[src/rtl/mul_pkg.sv]
// Shared MUL encodings, instruction field positions and controller types.
// Imported by the issue controller, its hold buffer, ucode and the decoder.
package mul_pkg;

  localparam int unsigned INSTR_W = 32;
  localparam int unsigned OPC_W   = 7;
  localparam int unsigned REG_W   = 4;
  localparam int unsigned IMM_W   = 16;
  localparam int unsigned DATA_W  = 32;
  localparam int unsigned TYPE_W  = 2;

  localparam int unsigned OPC_LSB  = 25;
  localparam int unsigned DEST_LSB = 21;
  localparam int unsigned SRC_LSB  = 17;
  localparam int unsigned RS2_LSB  = 13;
  localparam int unsigned IMM_LSB  = 0;

  localparam logic [OPC_W-1:0] OPC_MULI  = 7'b0010011;
  localparam logic [OPC_W-1:0] OPC_MULR  = 7'b0110011;
  localparam logic [OPC_W-1:0] OPC_MULSI = 7'b0011011;
  localparam logic [OPC_W-1:0] OPC_MULSR = 7'b0111011;

  localparam logic [INSTR_W-1:0] NOP_INSTR = {5'b11001, 27'b0};

  localparam logic [TYPE_W-1:0] MT_MULI  = 2'd0;
  localparam logic [TYPE_W-1:0] MT_MULR  = 2'd1;
  localparam logic [TYPE_W-1:0] MT_MULSI = 2'd2;
  localparam logic [TYPE_W-1:0] MT_MULSR = 2'd3;

  typedef enum logic [1:0] {
    IDLE   = 2'd0,
    ISSUE  = 2'd1,
    BUSY   = 2'd2,
    REPLAY = 2'd3
  } mul_state_e;

  // Operand bundle handed to the ucode MUL sequencer.
  typedef struct packed {
    logic [REG_W-1:0]  dest;
    logic [REG_W-1:0]  src;
    logic [IMM_W-1:0]  imm;
    logic [DATA_W-1:0] rdata2;
    logic [TYPE_W-1:0] mtype;
  } mul_op_t;

  function automatic logic is_mul_opc(input logic [OPC_W-1:0] opc);
    return (opc == OPC_MULI) || (opc == OPC_MULR) ||
           (opc == OPC_MULSI) || (opc == OPC_MULSR);
  endfunction

  function automatic logic [TYPE_W-1:0] mul_type_of(input logic [OPC_W-1:0] opc);
    logic [TYPE_W-1:0] t;
    case (opc)
      OPC_MULR:  t = MT_MULR;
      OPC_MULSI: t = MT_MULSI;
      OPC_MULSR: t = MT_MULSR;
      default:   t = MT_MULI;
    endcase
    return t;
  endfunction

endpackage

[src/rtl/mul_hold_buf.sv]
// One-entry skid register holding the instruction fetched behind a MUL.
module mul_hold_buf
  import mul_pkg::*;
(
  input  logic               clk,
  input  logic               rst_n,
  input  logic               capture,
  input  logic               clear,
  input  logic [INSTR_W-1:0] din,
  output logic [INSTR_W-1:0] dout,
  output logic               valid
);

  logic [INSTR_W-1:0] data_q, data_d;
  logic               valid_q, valid_d;

  always_comb begin
    data_d  = data_q;
    valid_d = valid_q;
    if (clear) begin
      valid_d = 1'b0;
    end
    if (capture) begin
      data_d  = din;
      valid_d = 1'b1;
    end
  end

  always_ff @(posedge clk or negedge rst_n) begin
    if (!rst_n) begin
      data_q  <= NOP_INSTR;
      valid_q <= 1'b0;
    end else begin
      data_q  <= data_d;
      valid_q <= valid_d;
    end
  end

  assign dout  = data_q;
  assign valid = valid_q;

endmodule

[src/rtl/mul_issue_ctrl.sv]
// Detects MUL opcodes between IF/ID and the ucode MUL sequencer: issues start_mul,
// stalls fetch, forwards sequencer instructions and replays the instruction behind the MUL.
module mul_issue_ctrl
  import mul_pkg::*;
#(
  parameter int unsigned TIMEOUT_CYCLES = 1024,
  parameter int unsigned CNT_W          = 11
) (
  input  logic               clk,
  input  logic               rst,
  input  logic [INSTR_W-1:0] if_instr,
  input  logic               if_valid,
  output logic [REG_W-1:0]   rf_raddr2,
  input  logic [DATA_W-1:0]  rf_rdata2,
  input  logic [INSTR_W-1:0] uc_instr,
  input  logic               uc_mux_ctrl,
  input  logic               uc_mul_release,
  output logic               start_mul,
  output logic [REG_W-1:0]   mul_dest,
  output logic [REG_W-1:0]   mul_src,
  output logic [IMM_W-1:0]   mul_imm,
  output logic [DATA_W-1:0]  mul_rdata2,
  output logic [TYPE_W-1:0]  mul_type,
  output logic               fetch_stall,
  output logic [INSTR_W-1:0] id_instr,
  output logic               id_valid,
  output logic               mul_error
);

  localparam logic [CNT_W-1:0] WD_LAST = CNT_W'(TIMEOUT_CYCLES - 1);

  mul_state_e         state_q, state_d;
  mul_op_t            op_q, op_d, cap_op;
  logic               start_mul_q, start_mul_d;
  logic               fetch_stall_q, fetch_stall_d;
  logic               mul_error_q, mul_error_d;
  logic [CNT_W-1:0]   wdog_q, wdog_d;
  logic               rel_q, rel_d;

  logic [INSTR_W-1:0] hold_instr;
  logic               hold_valid, hold_cap, hold_clr;
  logic [INSTR_W-1:0] cap_instr;
  logic [OPC_W-1:0]   cap_opc;
  logic               rel_edge, wd_expired;
  logic [INSTR_W-1:0] id_instr_c;
  logic               id_valid_c;

  mul_hold_buf u_hold_buf (
    .clk     (clk),
    .rst_n   (rst),
    .capture (hold_cap),
    .clear   (hold_clr),
    .din     (if_instr),
    .dout    (hold_instr),
    .valid   (hold_valid)
  );

  // In REPLAY the buffered instruction is the decode candidate; otherwise the fetched one.
  assign cap_instr = (state_q == REPLAY) ? hold_instr : if_instr;
  assign cap_opc   = cap_instr[OPC_LSB +: OPC_W];
  assign rf_raddr2 = cap_instr[RS2_LSB +: REG_W];

  always_comb begin
    cap_op.dest   = cap_instr[DEST_LSB +: REG_W];
    cap_op.src    = cap_instr[SRC_LSB +: REG_W];
    cap_op.imm    = cap_instr[IMM_LSB +: IMM_W];
    cap_op.rdata2 = rf_rdata2;
    cap_op.mtype  = mul_type_of(cap_opc);
  end

  // A release level left high from an earlier MUL must not count, so act on edges only.
  assign rel_d      = uc_mul_release;
  assign rel_edge   = uc_mul_release & ~rel_q;
  assign wd_expired = (wdog_q == WD_LAST);

  always_comb begin
    state_d       = state_q;
    op_d          = op_q;
    start_mul_d   = 1'b0;
    fetch_stall_d = fetch_stall_q;
    mul_error_d   = mul_error_q;
    wdog_d        = wdog_q;
    hold_cap      = 1'b0;
    hold_clr      = 1'b0;
    id_instr_c    = NOP_INSTR;
    id_valid_c    = 1'b0;

    case (state_q)
      IDLE: begin
        id_instr_c = if_instr;
        id_valid_c = if_valid;
        if (if_valid && is_mul_opc(cap_opc)) begin
          op_d          = cap_op;
          start_mul_d   = 1'b1;
          fetch_stall_d = 1'b1;
          id_instr_c    = NOP_INSTR;
          id_valid_c    = 1'b0;
          state_d       = ISSUE;
        end
      end

      ISSUE: begin
        hold_cap = if_valid;
        wdog_d   = '0;
        state_d  = BUSY;
      end

      BUSY: begin
        if (uc_mux_ctrl) begin
          id_instr_c = uc_instr;
          id_valid_c = 1'b1;
        end
        wdog_d = wdog_q + CNT_W'(1);
        // A release in the same cycle as expiry is a normal completion.
        if (rel_edge || wd_expired) begin
          if (!rel_edge) begin
            mul_error_d = 1'b1;
          end
          if (hold_valid) begin
            state_d = REPLAY;
          end else begin
            fetch_stall_d = 1'b0;
            state_d       = IDLE;
          end
        end
      end

      REPLAY: begin
        hold_clr = 1'b1;
        if (is_mul_opc(cap_opc)) begin
          op_d        = cap_op;
          start_mul_d = 1'b1;
          state_d     = ISSUE;
        end else begin
          id_instr_c    = hold_instr;
          id_valid_c    = 1'b1;
          fetch_stall_d = 1'b0;
          state_d       = IDLE;
        end
      end

      default: state_d = IDLE;
    endcase
  end

  always_ff @(posedge clk or negedge rst) begin
    if (!rst) begin
      state_q       <= IDLE;
      op_q          <= '0;
      start_mul_q   <= 1'b0;
      fetch_stall_q <= 1'b0;
      mul_error_q   <= 1'b0;
      wdog_q        <= '0;
      rel_q         <= 1'b0;
    end else begin
      state_q       <= state_d;
      op_q          <= op_d;
      start_mul_q   <= start_mul_d;
      fetch_stall_q <= fetch_stall_d;
      mul_error_q   <= mul_error_d;
      wdog_q        <= wdog_d;
      rel_q         <= rel_d;
    end
  end

  assign start_mul   = start_mul_q;
  assign mul_dest    = op_q.dest;
  assign mul_src     = op_q.src;
  assign mul_imm     = op_q.imm;
  assign mul_rdata2  = op_q.rdata2;
  assign mul_type    = op_q.mtype;
  assign fetch_stall = fetch_stall_q;
  assign mul_error   = mul_error_q;

  // Decode side sees a NOP bubble for as long as reset is held.
  assign id_instr = rst ? id_instr_c : NOP_INSTR;
  assign id_valid = rst & id_valid_c;

endmodule

[config.mk]
export PLATFORM = sky130hd
export DESIGN_NAME = mul_issue_ctrl
export DESIGN_NICKNAME = d
export VERILOG_FILES = /design/src/rtl/mul_pkg.sv /design/src/rtl/mul_hold_buf.sv /design/src/rtl/mul_issue_ctrl.sv
export SDC_FILE = /design/constraint.sdc
export NUM_CORES = 1
export LEC_CHECK = 0
export CAP_MARGIN = 20
export CELL_PAD_IN_SITES_DETAIL_PLACEMENT = 1
export CELL_PAD_IN_SITES_GLOBAL_PLACEMENT = 1
export CORE_MARGIN = 2
export CORE_UTILIZATION = 37
export DETAILED_ROUTE_END_ITERATION = 16
export GPL_TIMING_DRIVEN = 0
export PLACE_DENSITY = 0.91
export SYNTH_ARGS = -nofsm -noshare
export SYNTH_HDL_FRONTEND = slang
export SYNTH_HIERARCHICAL = 1
export SYNTH_SLANG_ARGS = --single-unit
[constraint.sdc]
create_clock -name clk -period 4.4 [get_ports clk]
set_input_delay 0.66 -clock clk [delete_from_list [all_inputs] [get_ports clk]]
set_output_delay 0.66 -clock clk [all_outputs]
set_load 0.005 [all_outputs]
==> impl_metrics.toml, run 1 <==
[status]
run_status = "completed"

[sta]
slew_headroom_pct = 47.87
hold_violations = 0
fin_worst_skew_ps = 10.26
worstMarginPinSlew_ps = 782.0
min_period_ps = 3799
fmax_ghz = 0.2633
setup_viol = 0
worst_slack_ps = 601.4
report.final.slew_viol_count = 0
period_share_pct = 86.33
rsz0062_at_grt = "no"

[cells_and_area]
area_delta_synth_final_pct = 46.38
layout-drive-gt1-share_pct = 11.66
nets = 806
fill_cells = 1583
final_common_cell = "clkdlybuf4s50_1"
most-common-layout-cells = "clkdlybuf4s50_1 (197), dfrtp_1 (105), nand2_1 (61)"
n_antenna_cell = 0
regArea_sq_um = 2706
multiInputGateArea_sq_um = 2534
final_util_pct = 55.51

[grt]
grt_max_degree = 59
grt.total_usage_pct = 24.31
grt_overflow = 0
antenna_found_initial = 0
grt_pass1_vias = 5459
grt_pass1_wl_microns = 30300

[pwr]
irDropWorstVdd_uv = 285.6
power_leakage_uw = 0.003347
pwr_density_cell_nw_per_um2 = 580.1

[routing]
highest_layer = "met4"
drc = 0
drt_wl_total_microns = 19010
met1_length_microns = 7555
vias = 4812
drt_iter0_drc = 184
firstDrtPassIters = 4
drtAntennaViolNets = 0
met3_wirelength_microns = 712
via_per_inst = 5.425
wl_met2_microns = 10400
avgRoutedWirePerCell_microns = 21.43

[setup_path]
cp-end-kind = "output pin"
worst_setup_path_start_kind = "primary input"
arrival_ps = 3140
cp.required_ps = 3740
path_class = "primary input to output pin"
critPathMaxFanout = 10

[clocking]
numCtsBuffers = 9
clk_path_buf_depth = 2
cts_tree = "built"
post_cts_resized = 0
htree_levels = 3
hold_buffers = 0
post_cts_buffers = 0
clock_latency_ps = 360
cts.sinks = 108
cts_root_buf = "clkbuf_16"
cts.reportedPaths.clkPinSlew_ps = 60

[yosys]
synth_area_sq_um = 5512
syn-num-nets = 596
yosys.area_share.simple_pct = 9.262
synth_area_leader_cell = "dfrtp_1"
synth_area_leaders = "dfrtp_1 (48%), mux2_4 (7.9%), mux2_1 (7.2%), mux2i_1 (4.7%), a32oi_1 (4.6%)"
synth_top_family_by_area = "multiplexers"
yosysSeqAreaShare_pct = 49.10
syn_inst = 488
muxShareOfSynthArea_pct = 21.61
synth_xor_xnor_area_share_pct = 0.4767
synth_fa_ha_area_share_pct = 1.589
synth_area_per_cell_sq_um = 11.29
yosysTopAreaCellShare_pct = 47.67
synth_seq_cells = 108
synth-main-ff-cell = "dfrtp_1"
synth_edf_count = 0
synth-compound-area-share_pct = 13.03
yosysWarnings = 6
async_reset_ff_share_pct = 100.0
synthDistinctLibCells = 43

[floorplan]
initial_core_util_pct = 37.92
die_h_microns = 126.1
coreArea_sq_um = 14530
die_area_sq_um = 15890
rows = 44
ios = 199
die_x_microns = 126.1

[placement]
dpl.hpwl_microns = 14370
port_buffers = 198
dp_slack_ps = 638.4
gp_congestion = 0.8167

[run]
cap_viol_max_count = 0

[worst_hold_path]
hp-class = "primary input to asynchronous set/reset pin"
## layer usage
layer	up-vias	GRT usage (%)
met1	2485	28.65
met3	24	3.781
li1	2171	-
met4	0	7.498
met2	132	45.26
met5	-	0
## state kept, by name (all words and copies together) (netlist names)
name / count
mul_rdata2: 32
u_hold_buf/dout: 32
mul_imm: 16
wdog_q: 11
mul_dest: 4
mul_src: 4
mul_type: 2
state_q: 2
fetch_stall: 1
mul_error: 1
rel_q: 1
start_mul: 1
u_hold_buf/valid: 1
## worst max-delay path, cell delays in order
cell and delay, ps:
clkdlybuf4s50_1 490, mux2i_1 280, nand2_1 160, or2_1 290
buf_2 210, buf_2 220, a32oi_1 240, a21oi_1 100
clkdlybuf4s50_1 480
## per-stage QoR
| step | TNS, ps | hold WS (ps) | std cells | power, uW | cell area, sq um |
|---|---|---|---|---|---|
| 2_1_floorplan | 0 | 364.4 | 488 | 2673 | 5512 |
| 3_3_place_gp | -219000 | 458.9 | 870 | 3662 | 7724 |
| 3_5_place_dp | 0 | 470.8 | 871 | 3822 | 7749 |
| 4_1_cts | 0 | 375.3 | 887 | 4713 | 8068 |
| 5_1_grt | 0 | 387.1 | 887 | 4960 | 8068 |
| 6_report | 0 | 347.5 | 887 | 4680 | 8068 |
## Yosys cell counts, types with 6 or more instances
library cell and count:
buf_2 10, ha_1 7, clkbuf_1 19, nand2_1 61, a32oi_1 29, mux2_1 35, inv_1 10, mux2_2 9
o21ai_0 38, nor2_1 13, mux2_4 29, nand2b_1 6, mux2i_1 26, a21oi_1 37, dfrtp_1 105, nand3_1 10
## area by class of cell
type	instances	area share, %
Clock buffer	12	3.055
Sequential cell	108	33.55
Buffer	38	2.900
Multi-Input combinational cell	332	31.41
Inverter	10	0.4653
Clock inverter	4	0.8995
Tap cell	184	2.854
Timing Repair Buffer	199	24.88
## cells by family after synthesis
logic type      after synthesis
buf+inv                      48
mux                          99
fa+ha+maj                     7
xor+xnor                      3
flops                       108
simple gates                108
compound gates              115
## power by group
group          internal [uW]  total [uW]  switching, uW
registers               1390        1680            293
clock network            514         877            363
logic                   1210        2120            911
## worst paths after layout
kind | from | to | slack, ps | cells after the start
worst max-delay path | if_instr[31] | id_instr[25] | 600 | 9
worst min-delay path | rst | wdog_q[5] | 350 | 1
worst max register to register | state_q[0] | mul_imm[2] | 2010 | 7
worst min register to register | mul_imm[5] | mul_imm[5] | 490 | 2
max in group asynchronous | rst | u_hold_buf/dout[10] | 3320 | 2
min in group clk | mul_imm[5] | mul_imm[5] | 490 | 2
Note: power is estimated with default switching activity, not from simulation.
==> inputs of run 2 (changes only) <==
==> constraint.sdc (replaced) <==
create_clock -name clk -period 4.6 [get_ports clk]
set_input_delay 0.69 -clock clk [delete_from_list [all_inputs] [get_ports clk]]
set_output_delay 0.69 -clock clk [all_outputs]
set_load 0.005 [all_outputs]
==> results of run 2 <==
Same layout as run 1 (identical final DEF). Status: completed.
Among the figures that moved: setup slack after placement 638.4 ps -> 778.4 ps; setup slack after layout 601.4 ps -> 741.4 ps; hold slack 347.5 ps -> 377.5 ps; register-to-register setup slack 2010 ps -> 2210 ps; total power 4680 uW -> 4477 uW; worst IR drop on VDD 285.6 uV -> 273.2 uV
==> inputs of run 3 (changes only) <==
--- a/config.mk
+++ b/config.mk
@@ -9,10 +9,10 @@
 export CELL_PAD_IN_SITES_DETAIL_PLACEMENT = 1
 export CELL_PAD_IN_SITES_GLOBAL_PLACEMENT = 1
 export CORE_MARGIN = 2
-export CORE_UTILIZATION = 37
+export CORE_UTILIZATION = 34
 export DETAILED_ROUTE_END_ITERATION = 16
 export GPL_TIMING_DRIVEN = 0
-export PLACE_DENSITY = 0.91
+export PLACE_DENSITY = 0.85
 export SYNTH_ARGS = -nofsm -noshare
 export SYNTH_HDL_FRONTEND = slang
 export SYNTH_HIERARCHICAL = 1
==> constraint.sdc (replaced) <==
create_clock -name clk -period 3.74 [get_ports clk]
set_input_delay 0.561 -clock clk [delete_from_list [all_inputs] [get_ports clk]]
set_output_delay 0.561 -clock clk [all_outputs]
set_load 0.005 [all_outputs]
==> impl_metrics.toml, run 3 (same netlist as run 1, synthesis figures left out) <==
[routing]
drt_iter0_drc = 191
vias = 4726
avgRoutedWirePerCell_microns = 19.35
via_per_inst = 5.143
drt_wl_total_microns = 17790
drtAntennaViolNets = 0
firstDrtPassIters = 4
drc = 0

[floorplan]
die_area_sq_um = 17240
die_h_microns = 131.3
rows = 46
coreArea_sq_um = 15890
initial_core_util_pct = 34.70
ios = 199
die_x_microns = 131.3

[pwr]
intPower_uw = 3521
pwr_density_cell_nw_per_um2 = 660.9
irDropWorstVdd_uv = 277.7
power_leakage_uw = 0.003327
total_power_uw = 5337
switching_share_pct = 34.04
p_seq_share_pct = 36.9
p_switching_uw = 1817
pwr-share-comb_pct = 46.2
clkPwrFrac_pct = 16.9

[cells_and_area]
final_common_cell = "clkdlybuf4s50_1"
regArea_sq_um = 2706
fill_cells = 1746
area_delta_synth_final_pct = 46.54
multiInputGateArea_sq_um = 2540
most-common-layout-cells = "clkdlybuf4s50_1 (197), dfrtp_1 (105), nand2_1 (61)"
layout-drive-gt1-share_pct = 12.23
n_antenna_cell = 0
nets = 806
final_util_pct = 50.84

[grt]
grt_pass1_vias = 5280
grt_pass1_wl_microns = 28760
grt_max_degree = 73
grt.total_usage_pct = 20.80
grt_overflow = 0
antenna_found_initial = 0

[setup_path]
arrival_ps = 2990
path_class = "flop to output pin"
cp.required_ps = 3180
path_cells = "ha_1, buf_6, nand4_1, o31a_1, o21a_1, clkbuf_4, nand2_1, a21oi_1, clkdlybuf4s50_1"
worst_setup_path_start_kind = "flop"
cp-end-kind = "output pin"
slowest_delay_ps = 540
critPathMaxFanout = 10
crit_slowest_cell = "clkdlybuf4s50_1"

[sta]
period_share_pct = 95.00
min_period_ps = 3553
setup_viol = 0
fin_worst_skew_ps = 7.547
worstMarginPinSlew_ps = 876.7
slew_headroom_pct = 41.55
report.final.slew_viol_count = 0
rsz0062_at_grt = "no"
hold_violations = 0
fmax_ghz = 0.2815
setup_tns_ps = 0

[placement]
dpl.hpwl_microns = 13340
port_buffers = 198
gp_congestion = 0.8043

[clocking]
post_cts_buffers = 0
htree_levels = 3
cts.sinks = 108
hold_buffers = 0
clock_latency_ps = 350
cts_tree = "built"
post_cts_resized = 0
cts_root_buf = "clkbuf_16"
clk_path_buf_depth = 2
cts.reportedPaths.clkPinSlew_ps = 70
numCtsBuffers = 9

[run]
cap_viol_max_count = 0

[worst_hold_path]
hp-class = "primary input to asynchronous set/reset pin"

[status]
run_status = "completed"
==> run 3: worst paths after layout <==
| path | slack, ps | end | cells after the start | startpoint |
|---|---|---|---|---|
| min in group clk | 480 | mul_imm[2] | 2 | mul_imm[2] |
| hold reg to reg | 480 | mul_imm[2] | 2 | mul_imm[2] |
| setup reg to reg | 1320 | mul_imm[6] | 7 | state_q[1] |
| max in group asynchronous | 2800 | mul_dest[3] | 2 | rst |
| setup / recovery | 190 | id_instr[19] | 9 | state_q[0] |
| hold / removal | 180 | mul_rdata2[10] | 1 | rst |
==> run 3: worst max-delay path: cells and delay by family, from the launching register on <==
family / cells / cell delay (ps)
AO/OA/AOI/OAI: 3 / 710
AND/OR/NAND/NOR: 2 / 230
flip-flops: 1 / 460
buffers and inverters: 3 / 970
adder cells (fa/ha/maj): 1 / 270
==> run 3: power groups by stage <==
stage | Clock, uW | Sequential (uW) | Combinational [uW]
after floorplan | 0 | 1920 | 1220
after global placement | 0 | 1940 | 2370
after detailed placement | 0 | 1980 | 2460
after CTS | 929 | 1970 | 2480
after global routing | 975 | 2030 | 2660
final | 904 | 1970 | 2460
==> run 3: layout make-up <==
class | count | share of cell area, %
Inverter | 10 | 0.4648
Buffer | 38 | 2.959
Sequential cell | 108 | 33.51
Clock inverter | 7 | 0.6352
Timing Repair Buffer | 199 | 24.85
Clock buffer | 9 | 2.789
Tap cell | 216 | 3.346
Multi-Input combinational cell | 332 | 31.45
==> run 3: metrics by stage <==
stage	hold WS (ps)	cells	area (sq um)	setup slack, ps
2_1_floorplan	265.4	488	5512	1378
3_3_place_gp	462.2	902	7764	-2855
3_5_place_dp	468.9	903	7789	269.1
4_1_cts	198.5	919	8065	170.7
5_1_grt	218.0	919	8077	7.631
6_report	184.9	919	8077	187.0
==> run 3: layer usage <==
| metal | vias up | GRT usage (%) | wire length, microns |
|---|---|---|---|
| li1 | 2177 | - | - |
| met1 | 2372 | 27.08 | 7936 |
| met2 | 157 | 35.88 | 8796 |
| met3 | 20 | 3.202 | 766 |
| met4 | 0 | 6.039 | 285 |
| met5 | - | 0 | 0 |
